### config.mk
export PLATFORM = sky130hd
export DESIGN_NAME = deck_shuffler
export DESIGN_NICKNAME = d
export VERILOG_FILES = /design/src/rtl/blackjack_pkg.sv /design/src/rtl/lfsr16_galois.sv /design/src/rtl/deck_shuffler.sv
export SDC_FILE = /design/constraint.sdc
export NUM_CORES = 1
export LEC_CHECK = 0
export CAP_MARGIN = 15
export CORE_ASPECT_RATIO = 1.2
export CORE_MARGIN = 10
export CORE_UTILIZATION = 60
export CTS_BUF_LIST = sky130_fd_sc_hd__clkbuf_16
export DETAILED_ROUTE_END_ITERATION = 10
export PLACE_DENSITY_LB_ADDON = 0.12
export SYNTH_ARGS = -nofsm -noshare
export SYNTH_HDL_FRONTEND = slang
export SYNTH_HIERARCHICAL = 1
export SYNTH_SLANG_ARGS = --single-unit
### constraint.sdc
create_clock -name clk -period 5.2 [get_ports clk]
set_input_delay 1.04 -clock clk [delete_from_list [all_inputs] [get_ports clk]]
set_output_delay 1.04 -clock clk [all_outputs]
set_load 0.05 [all_outputs]
### src/rtl/blackjack_pkg.sv
// Shared definitions for the blackjack card path: deck geometry, card encoding,
// LFSR constants, shuffler state encoding and the card point-value helper.
package blackjack_pkg;

  localparam int unsigned DECK_SIZE = 52;
  localparam int unsigned CARD_W    = 6;
  localparam int unsigned SUIT_SIZE = 13;

  localparam logic [CARD_W-1:0] LAST_CARD = 6'd51;

  // Card index = suit * SUIT_SIZE + rank
  localparam int unsigned SUIT_CLUBS    = 0;
  localparam int unsigned SUIT_DIAMONDS = 1;
  localparam int unsigned SUIT_HEARTS   = 2;
  localparam int unsigned SUIT_SPADES   = 3;
  localparam int unsigned RANK_ACE      = 0;
  localparam int unsigned RANK_TEN      = 9;
  localparam int unsigned RANK_KING     = 12;

  localparam logic [15:0] LFSR_TAPS    = 16'hB400;
  localparam logic [15:0] DEFAULT_SEED = 16'hACE1;

  typedef enum logic [2:0] {
    StIdle,
    StInit,
    StShuffle,
    StStream,
    StDone
  } state_e;

  // Point value of a card: Ace=1, 2..9 face value, Ten/J/Q/K=10.
  function automatic logic [3:0] card_value(input logic [CARD_W-1:0] idx);
    int unsigned rank;
    rank = idx % SUIT_SIZE;
    if (rank == RANK_ACE) begin
      return 4'd1;
    end else if (rank >= RANK_TEN) begin
      return 4'd10;
    end else begin
      return 4'(rank + 1);
    end
  endfunction

  // Smallest all-ones mask covering 0..i, so rejection sampling accepts >= 50%.
  function automatic logic [CARD_W-1:0] shuffle_mask(input logic [CARD_W-1:0] i);
    if (i >= 6'd32) begin
      return 6'd63;
    end else if (i >= 6'd16) begin
      return 6'd31;
    end else if (i >= 6'd8) begin
      return 6'd15;
    end else if (i >= 6'd4) begin
      return 6'd7;
    end else if (i >= 6'd2) begin
      return 6'd3;
    end else begin
      return 6'd1;
    end
  endfunction

endpackage

### src/rtl/lfsr16_galois.sv
// 16-bit right-shifting Galois LFSR; free-running except on reset or load.
module lfsr16_galois
  import blackjack_pkg::*;
#(
  parameter logic [15:0] RESET_VAL = DEFAULT_SEED
) (
  input  logic        clk,
  input  logic        rst,
  input  logic        load,
  input  logic [15:0] load_val,
  output logic [15:0] q
);

  always_ff @(posedge clk) begin
    if (!rst) begin
      q <= RESET_VAL;
    end else if (load) begin
      q <= load_val;
    end else begin
      q <= {1'b0, q[15:1]} ^ (q[0] ? LFSR_TAPS : 16'h0000);
    end
  end

endmodule

### src/rtl/deck_shuffler.sv
// Builds a 52-card deck, Fisher-Yates shuffles it in place from an LFSR and
// streams the resulting permutation over a valid/ready handshake.
module deck_shuffler
  import blackjack_pkg::*;
#(
  parameter bit          SHUFFLE_EN = 1'b1,
  parameter logic [15:0] SEED       = DEFAULT_SEED
) (
  input  logic              clk,
  input  logic              rst,
  input  logic              start,
  input  logic              seed_load,
  input  logic [15:0]       seed,
  input  logic              card_ready,
  output logic [CARD_W-1:0] card,
  output logic              card_valid,
  output logic              load_flag,
  output logic              busy,
  output logic [CARD_W-1:0] remaining,
  output logic              done
);

  state_e            state_q, state_d;
  logic [CARD_W-1:0] deck_q [DECK_SIZE];
  logic [CARD_W-1:0] ptr_q;        // INIT write index, then STREAM read index
  logic [CARD_W-1:0] i_q;
  logic [CARD_W-1:0] remaining_q;
  logic [15:0]       lfsr_q;
  logic              lfsr_load;
  logic [15:0]       lfsr_load_val;
  logic [CARD_W-1:0] r;
  logic              accept;
  logic              xfer;
  logic              unused_lfsr;

  assign lfsr_load     = (state_q == StIdle) && seed_load;
  assign lfsr_load_val = (seed == 16'h0000) ? DEFAULT_SEED : seed;

  lfsr16_galois #(
    .RESET_VAL (SEED)
  ) u_lfsr (
    .clk      (clk),
    .rst      (rst),
    .load     (lfsr_load),
    .load_val (lfsr_load_val),
    .q        (lfsr_q)
  );

  assign unused_lfsr = ^lfsr_q[15:CARD_W];
  assign r           = lfsr_q[CARD_W-1:0] & shuffle_mask(i_q);
  assign accept      = (r <= i_q);
  assign xfer        = (state_q == StStream) && card_ready;

  always_comb begin
    state_d = state_q;
    case (state_q)
      StIdle, StDone: begin
        if (start) state_d = StInit;
      end
      StInit: begin
        if (ptr_q == LAST_CARD) state_d = SHUFFLE_EN ? StShuffle : StStream;
      end
      StShuffle: begin
        if (accept && (i_q == 6'd1)) state_d = StStream;
      end
      StStream: begin
        if (xfer && (ptr_q == LAST_CARD)) state_d = StDone;
      end
      default: state_d = StIdle;
    endcase
  end

  always_ff @(posedge clk) begin
    if (!rst) begin
      state_q     <= StIdle;
      ptr_q       <= '0;
      i_q         <= '0;
      remaining_q <= '0;
    end else begin
      state_q <= state_d;
      case (state_q)
        StIdle, StDone: begin
          if (start) ptr_q <= '0;
        end
        StInit: begin
          ptr_q <= ptr_q + 6'd1;
          i_q   <= LAST_CARD;
        end
        StShuffle: begin
          if (accept) i_q <= i_q - 6'd1;
        end
        StStream: begin
          if (xfer) begin
            ptr_q       <= ptr_q + 6'd1;
            remaining_q <= remaining_q - 6'd1;
          end
        end
        default: ;
      endcase
      if ((state_d == StStream) && (state_q != StStream)) begin
        ptr_q       <= '0;
        remaining_q <= CARD_W'(DECK_SIZE);
      end
    end
  end

  // Deck storage is deliberately unreset; INIT always rewrites every entry.
  always_ff @(posedge clk) begin
    if (state_q == StInit) begin
      deck_q[ptr_q] <= ptr_q;
    end else if ((state_q == StShuffle) && accept) begin
      deck_q[i_q] <= deck_q[r];
      deck_q[r]   <= deck_q[i_q];
    end
  end

  always_comb begin
    card_valid = (state_q == StStream);
    card       = card_valid ? deck_q[ptr_q] : '0;
    load_flag  = (state_q == StStream);
    busy       = (state_q == StInit) || (state_q == StShuffle);
    done       = (state_q == StDone);
    remaining  = remaining_q;
  end

endmodule

# == After elaboration in Yosys (flattened, before gate mapping) ==
# Memories as Yosys holds them, arrays and structs flattened. A register that Yosys moved wholly into a read port is not among the register bits.
# Index checks and enable logic that the tools add are counted.
# classes
shift,0
eq_ne,11
bitwise_logic,3
div,0
addsub,3
magnitude_cmp,6
mux,34
n_mul,0
n_reduce_logical,20
# ops
cell,n
two-way mux 6 bit,14
two-way mux 16 bit,3
case mux 6 bit (3 select lines),1
logical NOT 16 bit,1
bitwise XOR 15 x 16 -> 16 bit,1
two-way mux 3 bit,5
case mux 3 bit (4 select lines),1
case mux 6 bit (2 select lines),1
subtractor 6 x 1 -> 6 bit (second input constant),2
equality test 3 x 2 -> 1 bit (second input constant),3
adder 6 x 1 -> 6 bit (second input constant),1
AND 6 bit,1
equality test 6 x 1 -> 1 bit (second input constant),1
equality test 6 bit (second input constant),1
greater-or-equal comparator 6 x 2 -> 1 bit (second input constant),1
greater-or-equal comparator 6 x 3 -> 1 bit (second input constant),1
greater-or-equal comparator 6 x 4 -> 1 bit (second input constant),1
greater-or-equal comparator 6 x 5 -> 1 bit (second input constant),1
greater-or-equal comparator 6 bit (second input constant),1
<= comparator 6 bit,1
logical AND 1 bit,6
two-way mux 1 bit,6
AND reduction 2 bit,3
nonzero test 2 bit,3
other kinds (15),17
# totals
ramBits,312
output_inout_bits,16
n_memories,1
latchBits,0
romBits,0
word_cells,84
reg_bits,37
in_bits,21
# mem_list
name,depth,width,read_ports,rd_clocked_by_memory_dff,wr,line,rtl
deck_q,52,6,3,2,2,deck_shuffler.sv:24,logic [CARD_W-1:0] deck_q [DECK_SIZE];

# == Longest topological paths before layout ==
# Gate-level depths: netlist (run 1).
# depth
depth_word,15
ltp_mapped,16
ltp_nobuf,11

# == Cells and area by module ==
# Netlist (run 1), hierarchy kept.
# modules_own_cells
mod,area_per_inst_um2,instances,cells_per_inst
deck_shuffler,23271.1,1,1683
lfsr16_galois,629.4,1,55

# == Least setup slack after synthesis (run 1) ==
# OpenSTA, ideal clock, no wires.
# synth_path
path_kind,register to output
from,register with a tool-made name
to,output port card[0]
required_ps,4160
slack_ps,1081
stages_incl_launch_ff,8
arrival_ps,3079
cell_sequence,dfxtp_1 clkbuf_1 buf_1 buf_2 mux4_2 mux4_2 mux4_2 and2_1
# synth_lines
item,line,rtl
"end, declared",deck_shuffler.sv:15,"output logic [CARD_W-1:0] card,"

==> results_dict.tcl, run 1 <==
set metrics [dict create \
    drt_iter0_drc 2925 \
    grt_setup_unrepaired "false" \
    routed_wirelength_um 86600 \
    h-tree-depth 2 \
    cts_sinks 361 \
    drc 0 \
    ys_types 86 \
    critical_path_class "flip-flop to primary output" \
    grt_pass1_vias 17192 \
    crit_fanout 25 \
    cts-resized-gates 0 \
    wl_met3_um 11600 \
    required_ps 4160 \
    dr_wl_met2_um 39600 \
    grt_pass1_wl_um 125000 \
    drive_above_1_share_pct 23.9 \
    hold_violations 0 \
    grtUsageTotal_pct 35.7 \
    cpMostUsedCell "mux4_2" \
    r2r_cells 12 \
    hpwl_um 59200 \
    syn_area_per_cell_sq_um 13.8 \
    p_sw_share_pct 29.1 \
    seqPwrFrac_pct 44.7 \
    crit_path_max_incr_delay_ps 700 \
    antenna_found_initial 3 \
    die_height_um 239 \
    yosys_warnings 6 \
    arrival_ps 4020 \
    cts.reportedPaths.clkPinSlew_ps 60 \
    ys.flop_type "edfxtp_1" \
    overflow 0 \
    cts_buffers 37 \
    met1_length_um 28800 \
    power.net_switching_mw 2.09 \
    status "complete, no violations" \
    first_pass_iters 8 \
    grt_max_degree 85 \
    initial_core_util_pct 60.4 \
    io_buffers 36 \
    crit_path_end_kind "primary output" \
    cts-root-buf "clkbuf_16" \
    synth-seq-area-share_pct 43.3 \
    critPathSlowestCell "clkdlybuf4s50_1" \
    die_x_um 202 \
    seq_area_sq_um 10400 \
    routed_via_density 7.90 \
    area_growth_pct 8.56 \
    worst_pin_slew_ps 1240 \
    hold_path_class "flip-flop to flip-flop" \
    ys_async_sr_fraction_pct 0 \
    syn-instance-count 1738 \
    cap_violations 0 \
    layout_commonest_cell "mux2i_1" \
    finalClockSkew_ps 21.3 \
    whs_path_depth 2 \
    powerDensity_nw_per_um2 277 \
    dieArea_sq_um 48300 \
    synth_area_sq_um 23900 \
    via_count 17835 \
    nFillCells 2929 \
    cts_tree "yes" \
    internal_power_mw 5.09 \
    synth_edf_count 312 \
    core_area_sq_um 39500 \
    multi_input_area_sq_um 12600 \
    place.gp.congestion 1.02 \
    fin_nets 1724 \
    cts_buffer_depth 3 \
    period_needed_ps 5060 \
    mostFrequentLayoutCells "mux2i_1, edfxtp_1, mux4_2" \
    ant_nets 0 \
    worst-path-stages 6 \
    yosys_register_bits 361 \
    final_util_pct 65.6 \
    cp_num_buf_inv 2 \
    routedWlPerCell_um 38.4 \
    leakagePower_nw 7.79 \
    synth_nets 1769 \
    fin_setup_tns_ps 0 \
    worstSkewPairLatency_ps 590 \
    period_share_pct 97.3 \
    peakVddDrop_uv 247 \
    cpLargestDelayFamily "multiplexers" \
    combPwrFrac_pct 19.2 \
    max_freq_mhz 198 \
    clockPowerShare_pct 36.2 \
    worstPathCellList "buf_12 -> mux4_2 -> mux4_2 -> mux4_2 -> and2_1 -> clkdlybuf4s50_1" \
    rows 80 \
    setup_viol 0 \
    max-slew-margin-rel_pct 17.0 \
    start_kind "flip-flop" \
    routed.top_layer "met5" \
    hold_ws_ps 455 \
    drv_slew 0 \
    ioPinCount 37 \
]
[power by group through the flow]
stage | logic (mW) | registers [mW] | clock network [mW]
final | 1.38 | 3.21 | 2.60
after global routing | 1.41 | 3.21 | 2.72
after CTS | 1.32 | 3.21 | 2.61
after detailed placement | 1.31 | 3.27 | 0
after global placement | 1.31 | 3.27 | 0
after floorplan | 0.868 | 3.22 | 0
[worst reg2reg max path, delay by kind of cell (launching register included)]
kind | cells | cell delay (ps)
AND/OR/NAND/NOR | 4 | 1130
flip-flops | 1 | 390
AO/OA/AOI/OAI | 5 | 2060
adder cells (fa/ha/maj) | 1 | 290
buffers and inverters | 2 | 350
[final timing paths]
| check | start | to | slack (ps) |
|---|---|---|---|
| worst max-delay path | flip-flop | card[0] | 140 |
| worst min-delay path | u_lfsr/q[12]$_SDFF_PN0_ | u_lfsr/q[11]$_SDFF_PN1_ | 460 |
| worst max register to register | i_q[3]$_SDFFE_PN0P_ | deck_q[33][5]$_DFFE_PP_ | 600 |
| worst min register to register | u_lfsr/q[12]$_SDFF_PN0_ | u_lfsr/q[11]$_SDFF_PN1_ | 460 |
[logic make-up after synthesis]
group                      synth area share, %
and+or+nand+nor                           5.99
adders and majority gates                0.524
buffers and inverters                     4.06
DFF                                       43.3
xor gates and xnor gates                 0.440
AOI/OAI and AO/OA                         6.93
muxes                                     38.7
[synthesized netlist by cell type, drive strengths merged (6+ instances only)]
| library cell | instances | area, sq um |
|---|---|---|
| dfxtp | 49 | 981 |
| a211oi | 7 | 52.6 |
| nor4 | 8 | 50.1 |
| a21o | 8 | 60.1 |
| o31ai | 10 | 80.1 |
| nand4 | 11 | 68.8 |
| and3 | 7 | 43.8 |
| o211ai | 6 | 45.0 |
| nor3 | 14 | 70.1 |
| a31oi | 12 | 75.1 |
| o21ai | 22 | 121 |
| nand2 | 78 | 293 |
| nand3 | 15 | 75.1 |
| mux4 | 239 | 5390 |
| and2 | 8 | 50.1 |
| nor2b | 14 | 87.6 |
| ha | 10 | 125 |
| mux2i | 363 | 3630 |
| or2 | 9 | 56.3 |
| inv | 22 | 82.6 |
| a21oi | 25 | 125 |
| o22ai | 61 | 382 |
| a22oi | 17 | 128 |
| nor2 | 85 | 319 |
| buf | 79 | 464 |
| xnor2 | 9 | 78.8 |
| mux2 | 21 | 240 |
| nand2b | 19 | 119 |
| edfxtp | 312 | 9370 |
| clkbuf | 113 | 424 |
[through the flow]
stage | setup slack [ps] | instance area [sq um] | power (mW) | std cells
floorplan | 1080 | 23900 | 4.09 | 1738
global placement | 688 | 24700 | 4.58 | 2171
detailed placement | 679 | 24700 | 4.58 | 2171
CTS | 67.7 | 25800 | 7.14 | 2239
global route | 83.3 | 25900 | 7.34 | 2255
finish | 139 | 25900 | 7.19 | 2258
[what timing repair did]
item / 4_1_cts / 5_1_grt
setup buffers: 0 / 15
hold endpoints to repair: 0 / 0
endpoints found under the setup margin: 0 / 3
hold buffers: 0 / 0
[flip-flops by register name, summed over array words and instances, names as in the netlist, named ones only]
name       cells
deck_q       312
u_lfsr/q      16
i_q            6
ptr_q          6
remaining      6
state_q        3
[area by class of cell]
cell class / count / area share, %
clock inverter: 28 / 0.588
multi-input combinational: 1163 / 48.7
inverter: 22 / 0.318
antenna: 3 / 0.0289
sequential: 361 / 40.0
clock buffer: 40 / 3.86
tap: 533 / 2.57
timing repair buffer: 108 / 3.95
[routing by layer]
layer / track usage, % / up-vias
met3: 10.3 / 357
met4: 23.2 / 4
met5: 0 / -
met2: 54.4 / 1576
li1: - / 6937
met1: 43.9 / 8961
Power figures use the tool's default switching activity.
==> inputs of run 2 (changes only) <==
--- a/config.mk
+++ b/config.mk
@@ -6,12 +6,14 @@
 export NUM_CORES = 1
 export LEC_CHECK = 0
 export CAP_MARGIN = 15
+export CELL_PAD_IN_SITES_DETAIL_PLACEMENT = 0
+export CELL_PAD_IN_SITES_GLOBAL_PLACEMENT = 1
 export CORE_ASPECT_RATIO = 1.2
 export CORE_MARGIN = 10
-export CORE_UTILIZATION = 60
+export CORE_UTILIZATION = 54
 export CTS_BUF_LIST = sky130_fd_sc_hd__clkbuf_16
 export DETAILED_ROUTE_END_ITERATION = 10
-export PLACE_DENSITY_LB_ADDON = 0.12
+export PLACE_DENSITY_LB_ADDON = 0.1
 export SYNTH_ARGS = -nofsm -noshare
 export SYNTH_HDL_FRONTEND = slang
 export SYNTH_HIERARCHICAL = 1
==> constraint.sdc (replaced) <==
create_clock -name clk -period 5.4 [get_ports clk]
set_input_delay 1.08 -clock clk [delete_from_list [all_inputs] [get_ports clk]]
set_output_delay 1.08 -clock clk [all_outputs]
set_load 0.05 [all_outputs]
==> run 2 against run 1 <==
Net effect: worst hold slack worse by 4.7 ps; worst setup slack improved by 260 ps; utilization decreased by 6.4 points; cell count rose by 0.71%; final area is essentially flat; combinational power down 7%; global-route usage fell by 2.8 points; total power down 2.1%; sequential power is 3% lower.
==> results_dict.tcl, run 2 (synthesis gave the netlist of run 1 again) <==
set metrics [dict create \
    status "complete, no violations" \
    fin_nets 1717 \
    arrival_ps 3920 \
    post_cts_buffers 0 \
    max_freq_mhz 200 \
    grtUsageTotal_pct 32.8 \
    grt_setup_unrepaired "false" \
    first_pass_iters 6 \
    ioPinCount 37 \
    seqPwrFrac_pct 44.0 \
    clockPowerShare_pct 37.7 \
    hold_buffers 0 \
    drv_slew 0 \
    drive_above_1_share_pct 23.7 \
    routed_wirelength_um 86800 \
    p_total_mw 7.03 \
    hold_path_class "flip-flop to flip-flop" \
    finalClockSkew_ps 23.7 \
    worstPathCellList "buf_12 -> mux4_2 -> mux4_2 -> mux4_2 -> and2_1 -> clkdlybuf4s50_1" \
    internal_power_mw 5.00 \
    hpwl_um 60000 \
    cts.reportedPaths.clkPinSlew_ps 70 \
    peakVddDrop_uv 240 \
    grt_pass1_vias 16848 \
    via_count 17168 \
    hold_ws_ps 450 \
    grt_max_degree 69 \
    reg_top3 "deck_q (312), u_lfsr/q (16)" \
    p_sw_share_pct 28.9 \
    worst_pin_slew_ps 1210 \
    combPwrFrac_pct 18.3 \
    antenna_found_initial 3 \
    leakagePower_nw 7.76 \
    fin_setup_tns_ps 0 \
    ant_nets 0 \
    io_buffers 36 \
    regMostFlops "deck_q" \
    period_needed_ps 5000 \
    routedWlPerCell_um 38.2 \
    core_area_sq_um 43800 \
    critPathSlowestCell "clkdlybuf4s50_1" \
    rows 84 \
    layout_commonest_cell "mux2i_1" \
    cts_buffer_depth 3 \
    cap_violations 0 \
    whs_path_depth 2 \
    drt_iter0_drc 2360 \
    cts-root-buf "clkbuf_16" \
    worstSkewPairLatency_ps 580 \
    whs_endpoint "u_lfsr/q[11]$_SDFF_PN1_" \
    grt_pass1_wl_um 126000 \
    die_x_um 212 \
    die_height_um 250 \
    dieArea_sq_um 53100 \
    cts_tree "yes" \
    overflow 0 \
    drc 0 \
    cts_sinks 361 \
    hp-start "u_lfsr/q[12]$_SDFF_PN0_" \
    critical_path_class "flip-flop to primary output" \
    period_share_pct 92.7 \
    start_kind "flip-flop" \
    mostFrequentLayoutCells "mux2i_1, edfxtp_1, mux4_2" \
    powerDensity_nw_per_um2 271 \
    r2r-end "deck_q[44][3]$_DFFE_PP_" \
    required_ps 4320 \
    r2r_start "i_q[5]$_SDFFE_PN0P_" \
    max-slew-margin-rel_pct 18.7 \
    area_growth_pct 8.59 \
    setup_viol 0 \
    r2r_cells 12 \
    power.net_switching_mw 2.03 \
    place.gp.congestion 1.00 \
    cpMostUsedCell "mux4_2" \
    initial_core_util_pct 54.5 \
    h-tree-depth 2 \
    crit_fanout 48 \
    crit_path_max_incr_delay_ps 690 \
    rrSetupSlack_ps 870 \
    routed_via_density 7.55 \
    cts-resized-gates 0 \
    hold_violations 0 \
    crit_path_end_kind "primary output" \
    largest_register_ffs 312 \
    cts_buffers 38 \
]
[run 2: power by group through the flow]
stage | registers (mW) | clock network, mW | logic (mW)
finish | 3.10 | 2.65 | 1.29
CTS | 3.10 | 2.68 | 1.26
detailed placement | 3.16 | 0 | 1.26
global route | 3.10 | 2.79 | 1.32
global placement | 3.16 | 0 | 1.26
floorplan | 3.10 | 0 | 0.836
[run 2: layout make-up]
| cell class | count | area [sq um] |
|---|---|---|
| antenna | 1 | 2.50 |
| clock buffer | 41 | 1030 |
| clock inverter | 27 | 204 |
| fill | 3464 | 17900 |
| inverter | 22 | 82.6 |
| multi-input combinational | 1163 | 12700 |
| sequential | 361 | 10400 |
| tap | 559 | 699 |
| timing repair buffer | 100 | 911 |
[run 2: through the flow]
step	area, sq um	utilization, %	std cells	worst slack [ps]
after CTS	25900	59.2	2273	368
after global routing	25900	59.2	2273	321
final	26000	59.2	2274	396
after global placement	24700	56.3	2204	926
after detailed placement	24700	56.4	2205	943
after floorplan	23900	-	1738	1240
[run 2: worst max-delay path: cells and delay by family (launching register included)]
kind / cells / cell delay [ps]
DFF: 1 / 360
and+or+nand+nor: 1 / 170
buffers and inverters: 2 / 1020
muxes: 3 / 1730
[run 2: layer usage]
layer,GRT usage (%),wire length [um],up-vias,share of wire (%)
met2,50.4,40100,1209,46
li1,-,-,6939,-
met1,41.8,31100,8729,36
met3,8.27,9880,287,11
met4,18.5,5740,4,6.6
met5,0,24,-,0.028
[run 2: how the worst max path moves through the flow]
stage	to	slack [ps]	depth (start not counted)
6_report	card[4]	400	6
5_1_grt	card[5]	320	6
4_1_cts	card[4]	370	6
3_5_place_dp	deck_q[44][2]$_DFFE_PP_	940	12
3_3_place_gp	deck_q[6][3]$_DFFE_PP_	930	13
2_1_floorplan	card[0]	1240	7
